**config.mk**
```make
export PLATFORM = sky130hd
export DESIGN_NAME = instr_loader
export DESIGN_NICKNAME = d
export VERILOG_FILES = /design/src/rtl/loader_pkg.sv /design/src/rtl/halt_detector.sv /design/src/rtl/instr_loader.sv
export SDC_FILE = /design/constraint.sdc
export NUM_CORES = 1
export LEC_CHECK = 0
export ABC_CLOCK_PERIOD_IN_PS = 4710
export BUFFER_PORTS_ARGS = -buffer_cell sky130_fd_sc_hd__buf_4
export CAP_MARGIN = 20
export CELL_PAD_IN_SITES_DETAIL_PLACEMENT = 0
export CELL_PAD_IN_SITES_GLOBAL_PLACEMENT = 1
export CORE_ASPECT_RATIO = 0.75
export CORE_MARGIN = 5
export CORE_UTILIZATION = 46
export CTS_CLUSTER_SIZE = 25
export DETAILED_ROUTE_END_ITERATION = 6
export GPL_ROUTABILITY_DRIVEN = 0
export GPL_TIMING_DRIVEN = 0
export MAX_ROUTING_LAYER = met4
export PLACE_DENSITY = 0.82
export SLEW_MARGIN = 20
export SYNTH_ARGS = -nofsm -noshare
export SYNTH_HDL_FRONTEND = slang
export SYNTH_SLANG_ARGS = --single-unit
```
**constraint.sdc**
```tcl
create_clock -name i_clock -period 4.71 [get_ports i_clock]
set_input_delay 0.2355 -clock i_clock [delete_from_list [all_inputs] [get_ports i_clock]]
set_output_delay 0.2355 -clock i_clock [all_outputs]
set_load 0.01 [all_outputs]
```
**src/rtl/loader_pkg.sv**
```systemverilog
// rtl/loader_pkg.sv - shared types and constants for the instruction loader
package loader_pkg;

    typedef enum logic [1:0] {
        IDLE  = 2'd0,
        LOAD  = 2'd1,
        DONE  = 2'd2
`ifdef LOADER_CHECKSUM_EN
        , CHECK = 2'd3
`endif
    } state_t;

    localparam logic [31:0] HALT_INSTR      = 32'hFFFF_FFFF;
    localparam int unsigned BYTES_PER_INSTR = 4;

endpackage

```
**src/rtl/halt_detector.sv**
```systemverilog
// rtl/halt_detector.sv - byte shift register and aligned HALT word comparison
module halt_detector
    import loader_pkg::*;
#(
    parameter int WIDTH = 32,
    parameter int BYTE  = 8
) (
    input  logic            clk,
    input  logic            rst_n,
    input  logic            clear,
    input  logic            shift,
    input  logic            word_end,
    input  logic [BYTE-1:0] data,
    output logic            hit
);

    logic [WIDTH-1:0] word_q;
    logic [WIDTH-1:0] word_next;

    // The incoming byte becomes the LSB, so the first byte of a word ends up as its MSB.
    assign word_next = {word_q[WIDTH-BYTE-1:0], data};

    always_ff @(posedge clk or negedge rst_n) begin
        if (!rst_n) begin
            word_q <= '0;
        end else if (clear) begin
            word_q <= '0;
        end else if (shift) begin
            word_q <= word_next;
        end
    end

    assign hit = shift && word_end && (word_next == WIDTH'(HALT_INSTR));

endmodule

```
**src/rtl/instr_loader.sv**
```systemverilog
// rtl/instr_loader.sv - UART byte-stream program loader; LOADER_CHECKSUM_EN adds a trailing XOR checksum byte
module instr_loader
    import loader_pkg::*;
#(
    parameter int INSTMEM_SIZE = 8,
    parameter int MEM_SIZE     = 8,
    parameter int INST_SIZE    = 32
) (
    input  logic                    i_clock,
    input  logic                    i_reset,
    input  logic                    i_load_start,
    input  logic [7:0]              i_rx_data,
    input  logic                    i_rx_valid,
    output logic                    o_write_en,
    output logic                    o_instrmem_en,
    output logic [INSTMEM_SIZE-1:0] o_write_addr,
    output logic [MEM_SIZE-1:0]     o_write_data,
    output logic                    o_pc_reset,
    output logic                    o_pc_en,
    output logic                    o_busy,
    output logic                    o_done,
    output logic                    o_error,
    output logic [INSTMEM_SIZE:0]   o_byte_count
);

    state_t                  state_q;
    state_t                  state_d;
    logic [INSTMEM_SIZE-1:0] addr_q;
    logic                    wr;
    logic                    start_clr;
    logic                    set_error;
    logic                    hit;
    logic                    active_d;
    logic                    idle_hold;

    halt_detector #(
        .WIDTH (INST_SIZE),
        .BYTE  (8)
    ) u_halt_detector (
        .clk      (i_clock),
        .rst_n    (i_reset),
        .clear    (start_clr),
        .shift    (wr),
        .word_end (addr_q[1:0] == 2'(BYTES_PER_INSTR - 1)),
        .data     (i_rx_data),
        .hit      (hit)
    );

`ifdef LOADER_CHECKSUM_EN
    logic [7:0] xor_q;

    always_ff @(posedge i_clock or negedge i_reset) begin
        if (!i_reset) begin
            xor_q <= '0;
        end else if (start_clr) begin
            xor_q <= '0;
        end else if (wr) begin
            xor_q <= xor_q ^ i_rx_data;
        end
    end
`endif

    always_ff @(posedge i_clock or negedge i_reset) begin
        if (!i_reset) begin
            state_q <= IDLE;
        end else begin
            state_q <= state_d;
        end
    end

    always_comb begin
        state_d   = state_q;
        wr        = 1'b0;
        start_clr = 1'b0;
        set_error = 1'b0;
        case (state_q)
            IDLE: begin
                if (i_load_start) begin
                    start_clr = 1'b1;
                    state_d   = LOAD;
                end
            end
            LOAD: begin
                if (i_rx_valid) begin
                    wr = 1'b1;
                    if (hit) begin
`ifdef LOADER_CHECKSUM_EN
                        state_d = CHECK;
`else
                        state_d = DONE;
`endif
                    end else if (addr_q == '1) begin
                        // Last byte of memory without HALT: stop rather than wrap to address 0.
                        set_error = 1'b1;
                        state_d   = DONE;
                    end
                end
            end
`ifdef LOADER_CHECKSUM_EN
            CHECK: begin
                if (i_rx_valid) begin
                    set_error = (i_rx_data != xor_q);
                    state_d   = DONE;
                end
            end
`endif
            DONE:    state_d = IDLE;
            default: state_d = IDLE;
        endcase
    end

`ifdef LOADER_CHECKSUM_EN
    assign active_d = (state_d == LOAD) || (state_d == CHECK);
`else
    assign active_d = (state_d == LOAD);
`endif

    // The PC is released only once the DONE cycle has passed and no new load is starting.
    assign idle_hold = (state_q == IDLE) && (state_d == IDLE);

    always_ff @(posedge i_clock or negedge i_reset) begin
        if (!i_reset) begin
            addr_q        <= '0;
            o_write_en    <= 1'b0;
            o_instrmem_en <= 1'b0;
            o_write_addr  <= '0;
            o_write_data  <= '0;
            o_pc_reset    <= 1'b1;
            o_pc_en       <= 1'b0;
            o_busy        <= 1'b0;
            o_done        <= 1'b0;
            o_error       <= 1'b0;
            o_byte_count  <= '0;
        end else begin
            o_write_en    <= wr;
            o_instrmem_en <= active_d || wr;
            o_busy        <= active_d;
            o_done        <= (state_q == DONE);
            o_pc_reset    <= !idle_hold;
            o_pc_en       <= idle_hold;
            if (wr) begin
                o_write_addr <= addr_q;
                o_write_data <= i_rx_data;
                addr_q       <= addr_q + 1'b1;
                o_byte_count <= o_byte_count + 1'b1;
            end
            if (start_clr) begin
                addr_q       <= '0;
                o_byte_count <= '0;
                o_error      <= 1'b0;
            end else if (set_error) begin
                o_error      <= 1'b1;
            end
        end
    end

endmodule

```
* Word-level counts from Yosys, hierarchy flattened
Index checks and enable logic that the tools add are counted.
** Operators by class
- Reduce and logical (&&, ||, !) cells :: 9
- Add/subtract/negate cells :: 2
- Equal/unequal tests :: 6
- Muxes and demuxes :: 21
** Operator list (number)
- 2-to-1 mux 24 bit :: 2
- equality test 32 bit (second input constant) :: 1
- 2-to-1 mux 9 bit :: 2
- 2-to-1 mux 8 bit :: 2
- 2-to-1 mux 1 bit :: 10
- adder 9 x 1 -> 9 bit (second input constant) :: 1
- adder 8 x 1 -> 8 bit (second input constant) :: 1
- equality test 8 bit (second input constant) :: 1
- 2-to-1 mux 2 bit :: 4
- equality test 2 x 1 -> 1 bit (second input constant) :: 2
- equality test 2 bit (second input constant) :: 2
- zero test 2 bit :: 2
- case mux 2 bit (2 select lines) :: 1
- nonzero test 2 bit :: 2
- logical AND 1 bit :: 3
- zero test 1 bit :: 1
- logical OR 1 bit :: 1
** Word-level totals
- Logic and storage cells :: 51
- Bits in registers :: 66

* Depth between registers and ports, before layout
Gate-level depths: netlist of run 1.
- Depth in word-level cells :: 10
- Gate-level depth with buffers :: 7
- Mapped depth without buffers :: 5

* By module
From an unflattened synthesis of run 1, not the netlist that was laid out.
** Unflattened totals
- Cell total of the unflattened synthesis :: 265
- Area total of the unflattened synthesis :: 2805.2 um2
** By module, submodules not included
- instr_loader :: area an instance 1767.9 um2, times used 1, seq. area each 1052.3 um2, cells an instance 176
- halt_detector :: area an instance 1037.2 um2, times used 1, seq. area each 600.6 um2, cells an instance 89

* Worst setup path before layout of run 1
OpenSTA, ideal clock, no wires.
- Path type :: register to register
- From :: reg addr_q[0]
- To :: reg o_busy
- Data arrival time :: 1686 ps
- Period minus slack after synthesis :: 1807 ps
- Required time :: 4590 ps
- Path slack :: 2903 ps
- Buffers on the path :: 0
- Library setup time :: 120 ps
- Stages on the path, launching flop included :: 6
- Cells stage by stage :: dfrtp_1 > ha_1 > nand4_1 > or4_1 > or3_4 > o211a_1
** On the way
- Cells in the longest elaborated chain, start to end :: 7
** Ends and longest elaborated chain
- start: declaration :: line instr_loader.sv:28 : logic [INSTMEM_SIZE-1:0] addr_q;
- start signal: assignment :: line instr_loader.sv:144 : addr_q <= addr_q + 1'b1;
- branches (longest 3 deep; another with equality test 8 bit)
- 2-to-1 mux 2 bit * :: line instr_loader.sv:86 : if (hit) begin
- 2-to-1 mux 2 bit * :: line instr_loader.sv:84 : if (i_rx_valid) begin
- case mux 2 bit (2 select lines) * :: line instr_loader.sv:76 : case (state_q)
- equality test 2 x 1 -> 1 bit * :: line instr_loader.sv:115 : assign active_d = (state_d == LOAD);
- via active_d :: line instr_loader.sv:33 : logic active_d;
- end signal: assignment :: line instr_loader.sv:137 : o_busy <= active_d;
- end: declaration :: line instr_loader.sv:20 : output logic o_busy,
Mark *: on every way through the listed nets, which the timed path passes.
A chain may end at the register's enable or synchronous reset.

* Worst setup path in the final report of run 1
Ends and elaborated chain as after synthesis.

==> results.toml, run 1 <==
[power_and_ir_drop]
power_density_mw_per_mm2 = 491
power.share.switching = 0.281
power.internal_w = 0.00116
netSwitchingPower_w = 0.000454
leakagePower_nw = 1.59
p_seq_frac = 0.481
clock_power_share = 0.346
pwr-share-comb = 0.173
ir_worst_vdd_v = 0.000234

[timing]
hold_violations = 31
fin_skew_ps = 7.52
whs_ps = -26.5
period_minus_slack_ps = 2000
timing.fmax_mhz = 499
setup_viol_count_final = 0
min_period_over_period = 0.425
rsz0062_at_grt = "false"
slew_violations = 0
fin_tns_setup_ps = 0
worst_slack_ps = 2710
max_slew.worst_pin.slew_ps = 818
slew_headroom = 0.455

[route]
wl_per_cell_um = 15.6
vias = 1988
dr.pass1.iters = 4
drtIter0Drc = 139
vias_per_cell = 5.25
drt_wl_total_um = 5910
drc = 0
drtAntennaViolNets = 0

[floorplan]
row_count = 23
initial_core_util = 0.483
design.die.area_mm2 = 0.00737
fp.dieW_um = 97.5
coreArea_mm2 = 0.00547
die_y_um = 75.6
pin_count = 44

[critical_path]
crit_chain = "ha_1 -> nand4_1 -> or4_1 -> or3_4 -> o211a_1"
critPathBufInv = 0
setup.worst_path.class = "flop to flop"
cp-start-kind = "flop"
cp.arrival_ps = 2230
cpLargestDelayFamily = "simple AND/OR/NAND/NOR gates"
endpoint_kind = "flop"
cp_num_cells = 5
r2r_cells = 5
crit_slowest_cell = "or4_1"
cp_max_fo = 5
worstPathRequired_ps = 4940
cp_slowest_stage_delay_ps = 570

[cells_and_area]
drive_gt1_frac = 0.240
area_growth_pct = 24.6
final_nets = 313
diodes = 0
final_area_mm2 = 0.00329

[cts]
cts_resized = 0
clockBufferDepth = 2
postCtsHoldBufs = 0
cts_buffers = 9
cts_tree = "built"
cts-root-buf = "clkbuf_8"
cts_setup_buffers = 0
cts_sinks = 66
cts.reportedPaths.clkPinSlew_ps = 70
htreeDepth = 3
insertion_delay_ps = 340

[global_routing]
grt_pass1_vias = 1972
met2_usage = 0.253
antenna_found_initial = 0
grt_usage = 0.178
met1_usage = 0.242
busiest_layer = "met2"
grt_pass1_wl_um = 9830
overflow = 0
grt_max_degree = 67
use_met3 = 0.0704

[yosys]
yosys_warnings = 0
synthesis.area_mm2 = 0.00264
ys_seq_area_frac = 0.626
ys_ff_latch = 66
synth_cells = 245
synth_nets = 259
synth_cell_type_count = 30
postSynthAreaPerCell_um2 = 10.8

[status]
violations = "hold timing"
status = "finished with violations"

[placement]
dpl_cell_area_mm2 = 0.00306
io_buffers = 43
place_hpwl_um = 3990
pre_cts_ws_ps = 2700

[flow_run]
maxCapViolations = 0

[worst_hold_path]
min_path_type = "input pin to async pin"
## cells in the mapped netlist, drive strengths merged
library cell	instances	area share
dfrtp	65	0.62
nand2	62	0.088
a22o	18	0.060
nor2	16	0.024
a21oi	12	0.024
nand4	12	0.028
buf	7	0.013
xnor2	7	0.023
nand3	6	0.011
nor3	6	0.011
or3	5	0.014
clkbuf	4	0.0057
o21ai	4	0.0076
xor2	4	0.013
and3	2	0.0047
ha	2	0.0095
inv	2	0.0028
o211a	2	0.0076
or4	2	0.0057
and4b	1	0.0038
dfstp	1	0.0099
nand3b	1	0.0043
nor2b	1	0.0024
nor3b	1	0.0047
nor4	1	0.0024
or2	1	0.0024
## sequential cells by signal, indices dropped and copies added, names as in the netlist
signal	count
o_write_data	8
u_halt_detector.word_q	24
state_q	2
o_byte_count	9
o_error	1
o_instrmem_en	1
o_done	1
o_pc_reset	1
o_write_en	1
o_busy	1
o_write_addr	8
addr_q	8
o_pc_en	1
## per-layer routing
layer | vias up | share of wire
li1 | 956 | -
met1 | 968 | 0.51
met4 | 0 | 0.011
met3 | 8 | 0.063
met2 | 56 | 0.42
met5 | - | 0
## path summary, 6_finish.rpt
path | from | to | slack (ps)
worst min-delay path | i_reset | o_pc_en$_DFF_PN0_ | -30
worst max register to register | addr_q[0]$_DFFE_PN0P_ | o_busy$_DFF_PN0_ | 2710
worst max-delay path | addr_q[0]$_DFFE_PN0P_ | o_busy$_DFF_PN0_ | 2710
min in group i_clock | i_rx_data[2] | o_write_data[2]$_DFFE_PN0N_ | 130
worst min register to register | o_write_data[6]$_DFFE_PN0N_ | o_write_data[6]$_DFFE_PN0N_ | 480
max in group asynchronous | i_reset | o_write_data[3]$_DFFE_PN0N_ | 4180
## placed cells by master, fill, tap and decap left out, types with 2 or more instances in the layout
cell / instances
dfrtp_1: 65
nand2_1: 62
buf_4: 43
a22o_1: 17
nor2_1: 15
nand4_1: 12
a21oi_1: 11
clkbuf_8: 9
buf_2: 7
xnor2_1: 7
nand3_1: 6
nor3_1: 6
clkbuf_1: 5
or3_1: 4
o21ai_0: 4
xor2_1: 4
clkinv_2: 3
bufinv_16: 3
inv_1: 2
or4_1: 2
o211a_1: 2
and3_1: 2
ha_1: 2
## power groups by stage
stage | Combinational, W | Clock, W | Sequential (W)
6_report | 0.000279 | 0.000559 | 0.000777
3_3_place_gp | 0.000278 | 0 | 0.000783
2_1_floorplan | 0.000136 | 0 | 0.000781
4_1_cts | 0.000285 | 0.000572 | 0.000776
5_1_grt | 0.000319 | 0.000596 | 0.000794
3_5_place_dp | 0.000285 | 0 | 0.000783
## cells by family after synthesis
group           count (synthesis)  synth area share
simple gates                  117             0.207
buf+inv                        13            0.0218
compound gates                 36            0.0995
fa+ha+maj                       2           0.00947
xor+xnor                       11            0.0365
flops                          66             0.626
## cell type report
| class | instances | area (um^2) |
|---|---|---|
| fillers | 493 | 2180 |
| flip-flops and latches | 66 | 1650 |
| multi-input cells | 166 | 931 |
| repair buffers | 43 | 323 |
| clock buffers | 10 | 128 |
| clock inverters | 6 | 105 |
| well taps | 75 | 93.8 |
| plain buffers | 11 | 50.0 |
| inverters | 2 | 7.51 |
## per-stage QoR
stage	hold WS [ps]	cells	utilization	total power (W)
finish	-26.5	379	0.602	0.00161
floorplan	-60.1	245	-	0.000917
detailed placement	383	363	0.559	0.00107
global placement	384	363	0.559	0.00106
global route	38.4	379	0.602	0.00171
CTS	12.1	379	0.602	0.00163
(Power assumes the default switching activity.)
==> run 2, diff against run 1 <==
- ABC_CLOCK_PERIOD_IN_PS: 4710 -> 1980
- CORE_UTILIZATION: 46 -> 43
- PLACE_DENSITY: 0.82 -> 0.77
- clock period: 4.71 -> 1.98 ns (I/O delays scaled with it)
==> results.toml, run 2 (same netlist as run 1, synthesis figures left out) <==
[cells_and_area]
final_common_cell = "dfrtp_1"
most-common-layout-cells = "dfrtp_1 (65), nand2_1 (62), buf_4 (45)"
fill_cells = 533
regMostFlops = "u_halt_detector.word_q"
multi_input_area_um2 = 931
post-route-util = 0.564
largest_register_ffs = 24
final_area_mm2 = 0.00332
reg_top3 = "u_halt_detector.word_q (24), o_byte_count (9)"
final_nets = 322
diodes = 0
drive_gt1_frac = 0.237
final_cells = 390
seq_area_mm2 = 0.00165
area_growth_pct = 25.7

[timing]
fin_skew_ps = 8.84
max_slew.worst_pin.slew_ps = 803
min_period_over_period = 0.953
period_minus_slack_ps = 1890
hold_violations = 0
slew_headroom = 0.464
setup_viol_count_final = 0
timing.fmax_mhz = 530
rsz0062_at_grt = "false"
slew_violations = 0
worst_slack_ps = 92.3

[critical_path]
endpoint_kind = "flop"
critPathBufInv = 0
r2r_slack_ps = 90
crit_chain = "ha_1 -> nand4_1 -> or4_1 -> or3_4 -> o211a_1"
crit_slowest_cell = "or4_1"
setup.worst_path.class = "flop to flop"
cp_slowest_stage_delay_ps = 540
worstPathRequired_ps = 2200
cp-start-kind = "flop"
cp.arrival_ps = 2100
cpLargestDelayFamily = "simple AND/OR/NAND/NOR gates"
cp_max_fo = 3

[cts]
htreeDepth = 3
cts_sinks = 66
cts_buffers = 9
insertion_delay_ps = 340
cts-root-buf = "clkbuf_8"
cts_tree = "built"
clockBufferDepth = 2
cts.reportedPaths.clkPinSlew_ps = 70

[global_routing]
grt_pass1_vias = 1981
grt_max_degree = 67
grt_pass1_wl_um = 9780
antenna_found_initial = 0
overflow = 0
grt_usage = 0.167

[power_and_ir_drop]
leakagePower_nw = 1.60
ir_worst_vdd_v = 0.000533
p_total_w = 0.00353
power_density_mw_per_mm2 = 1060

[floorplan]
pin_count = 44
coreArea_mm2 = 0.00589
row_count = 24
design.die.area_mm2 = 0.00783
die_y_um = 77.9
fp.dieW_um = 101
initial_core_util = 0.449

[placement]
pre_cts_ws_ps = -5.05
place_hpwl_um = 4030
placed_cells = 366
io_buffers = 43
dpl_cell_area_mm2 = 0.00306

[route]
drt_wl_total_um = 5790
dr.pass1.iters = 4
wl_per_cell_um = 14.8
drc = 0
drtIter0Drc = 111
vias_per_cell = 5.15
vias = 2010
drtAntennaViolNets = 0

[flow_run]
maxCapViolations = 0

[status]
status = "completed"

[worst_hold_path]
min_path_type = "input pin to flop"
## run 2: changes by cell type in the layout (fill, tap and decap cells not counted)
cell / change
buf_4: +2
clkbuf_4: +1
buf_2: -1
clkbuf_8: +2
dlygate4sd3_1: +7
bufinv_16: -3
## run 2: layout make-up
cell class              count  share of cell area
plain buffers              11              0.0158
clock buffers              12              0.0467
clock inverters             3             0.00452
inverters                   2             0.00226
multi-input cells         166               0.280
flip-flops and latches     66               0.498
well taps                  78              0.0294
repair buffers             52               0.123
## run 2: metrics by stage
| stage | hold WS, ps | setup TNS [ps] |
|---|---|---|
| after floorplan | -197 | 0 |
| after global placement | 251 | -12.1 |
| after detailed placement | 249 | -5.05 |
| after CTS | 3.33 | 0 |
| after global routing | 5.38 | 0 |
| final | 9.71 | 0 |
## run 2: path summary, 6_finish.rpt
check | start | to | cells past startpoint
hold reg to reg | o_write_addr[6]$_DFFE_PN0N_ | o_write_addr[6]$_DFFE_PN0N_ | 2
setup reg to reg | addr_q[1]$_DFFE_PN0P_ | o_busy$_DFF_PN0_ | 5
hold / removal | i_rx_data[2] | o_write_data[2]$_DFFE_PN0N_ | 3
max in group asynchronous | i_reset | o_instrmem_en$_DFF_PN0_ | 2
setup / recovery | addr_q[1]$_DFFE_PN0P_ | o_busy$_DFF_PN0_ | 5
min in group asynchronous | i_reset | o_write_addr[1]$_DFFE_PN0N_ | 2
## run 2: repair_timing
item | 4_1_cts | 5_1_grt
hold buffers | 7 | 0
gates resized for setup | 0 | 1
hold endpoints to repair | 71 | 0
setup buffers | 2 | 0
setup endpoints to repair | 1 | 3
## run 2: report_power, final
group	switching, W	total (W)	internal (W)
clock network	0.000471	0.000980	0.000509
registers	0.000234	0.00182	0.00159
logic	0.000346	0.000725	0.000379
total	0.00105	0.00353	0.00248
## run 2: layer usage
metal / track usage / routed length, um / vias to the layer above
met5: - / 0 / -
met4: 0.0525 / 77 / 0
met3: 0.0618 / 358 / 9
met2: 0.229 / 2500 / 59
met1: 0.229 / 2860 / 966
li1: - / - / 976
## run 2: worst reg2reg max path, cell delays in order, from the launching register on
cell	delay [ps]
dfrtp_1	360
ha_1	210
nand4_1	110
or4_1	540
or3_4	410
o211a_1	140
==> run 3, diff against run 2 <==
- RECOVER_POWER: not set -> 50
==> results.toml, run 3 (same netlist as run 1, synthesis figures left out) <==
[cts]
cts_sinks = 66
insertion_delay_ps = 340
cts.reportedPaths.clkPinSlew_ps = 70
cts_tree = "built"
cts-root-buf = "clkbuf_8"
htreeDepth = 3
cts_buffers = 9
clockBufferDepth = 2

[route]
dr.pass1.iters = 4
drtAntennaViolNets = 0
drt_wl_total_um = 5840
wl_per_cell_um = 15.0
vias_per_cell = 5.17
vias = 2017
drtIter0Drc = 97
drc = 0

[placement]
pre_cts_ws_ps = -5.05
placed_cells = 366
io_buffers = 43
place_hpwl_um = 4030
dpl_cell_area_mm2 = 0.00306

[timing]
period_minus_slack_ps = 1890
setup_viol_count_final = 0
rsz0062_at_grt = "false"
min_period_over_period = 0.955
slew_headroom = 0.458
worst_slack_ps = 89.2
timing.fmax_mhz = 529
slew_violations = 0
whs_ps = 9.92
max_slew.worst_pin.slew_ps = 812
hold_violations = 0
fin_skew_ps = 9.14

[cells_and_area]
final_nets = 322
seq_area_mm2 = 0.00165
final_common_cell = "dfrtp_1"
final_cells = 390
reg_top3 = "u_halt_detector.word_q (24), o_byte_count (9)"
fill_cells = 573
area_growth_pct = 21.4
regMostFlops = "u_halt_detector.word_q"
drive_gt1_frac = 0.141
post-route-util = 0.545
most-common-layout-cells = "dfrtp_1 (65), nand2_1 (62), clkbuf_1 (35)"
diodes = 0
final_area_mm2 = 0.00321
largest_register_ffs = 24
multi_input_area_um2 = 931

[critical_path]
cpLargestDelayFamily = "simple AND/OR/NAND/NOR gates"
worstPathRequired_ps = 2200
crit_slowest_cell = "or4_1"
critPathLaunch = "addr_q[1]$_DFFE_PN0P_"
cp-start-kind = "flop"
cp_slowest_stage_delay_ps = 540
cp_max_fo = 3
crit_chain = "ha_1 -> nand4_1 -> or4_1 -> or3_4 -> o211a_1"
cp.arrival_ps = 2110
endpoint_kind = "flop"
setup.worst_path.class = "flop to flop"
reg2reg_from = "addr_q[1]$_DFFE_PN0P_"
critPathBufInv = 0

[flow_run]
maxCapViolations = 0

[floorplan]
pin_count = 44
design.die.area_mm2 = 0.00783
fp.dieW_um = 101
row_count = 24
coreArea_mm2 = 0.00589
die_y_um = 77.9
initial_core_util = 0.449

[global_routing]
antenna_found_initial = 0
busiest_layer = "met2"
grt_pass1_wl_um = 9780
overflow = 0
met2_usage = 0.229
grt_usage = 0.167
grt_max_degree = 67
grt_pass1_vias = 1981
met1_usage = 0.229
use_met3 = 0.0618

[worst_hold_path]
hp-start = "i_rx_data[2]"
min_path_type = "input pin to flop"

[power_and_ir_drop]
ir_worst_vdd_v = 0.000522
leakagePower_nw = 1.49
power_density_mw_per_mm2 = 1080

[status]
status = "completed"
## run 3: area by class of cell
class                      count  area share
clock buffer                  12      0.0484
buffer                        11      0.0164
clock inverter                 3     0.00468
tap                           78      0.0304
inverter                       2     0.00234
multi-input combinational    166       0.290
timing repair buffer          52      0.0921
sequential                    66       0.515
## run 3: power by group
group / switching (W) / internal [W]
Clock: 0.000470 / 0.000509
Combinational: 0.000347 / 0.000302
Sequential: 0.000231 / 0.00159
## run 3: metrics by stage
stage,TNS [ps],total power [W]
detailed placement,-5.05,0.00254
CTS,0,0.00358
global route,0,0.00366
finish,0,0.00345
floorplan,0,0.00218
global placement,-12.1,0.00252
## run 3: worst register-to-register path, cell delays in order (launching register included)
cell and delay [ps]:
dfrtp_1 360, ha_1 210, nand4_1 110, or4_1 540, or3_4 410, o211a_1 150
## run 3: metal layers
layer,up-vias,share of wire
met5,-,0
met4,0,0.013
met3,9,0.064
met2,57,0.42
met1,978,0.50
li1,973,-
## run 3: final timing paths
kind | end | slack, ps | depth (start not counted)
worst min register to register | o_write_addr[4]$_DFFE_PN0N_ | 470 | 2
worst max register to register | o_busy$_DFF_PN0_ | 90 | 5
worst max-delay path | o_busy$_DFF_PN0_ | 90 | 5
worst min-delay path | o_write_data[2]$_DFFE_PN0N_ | 10 | 3
max in group asynchronous | u_halt_detector.word_q[17]$_DFFE_PN0P_ | 1050 | 2
min in group asynchronous | o_write_addr[1]$_DFFE_PN0N_ | 390 | 2
## run 3: repair_timing
action	4_1_cts	5_1_grt
endpoints found under the setup margin	1	3
pin swaps	0	0
endpoints found under the hold margin	71	0
setup buffers	2	0
gates resized for setup	0	1
hold buffers	7	0
cloned	0	0
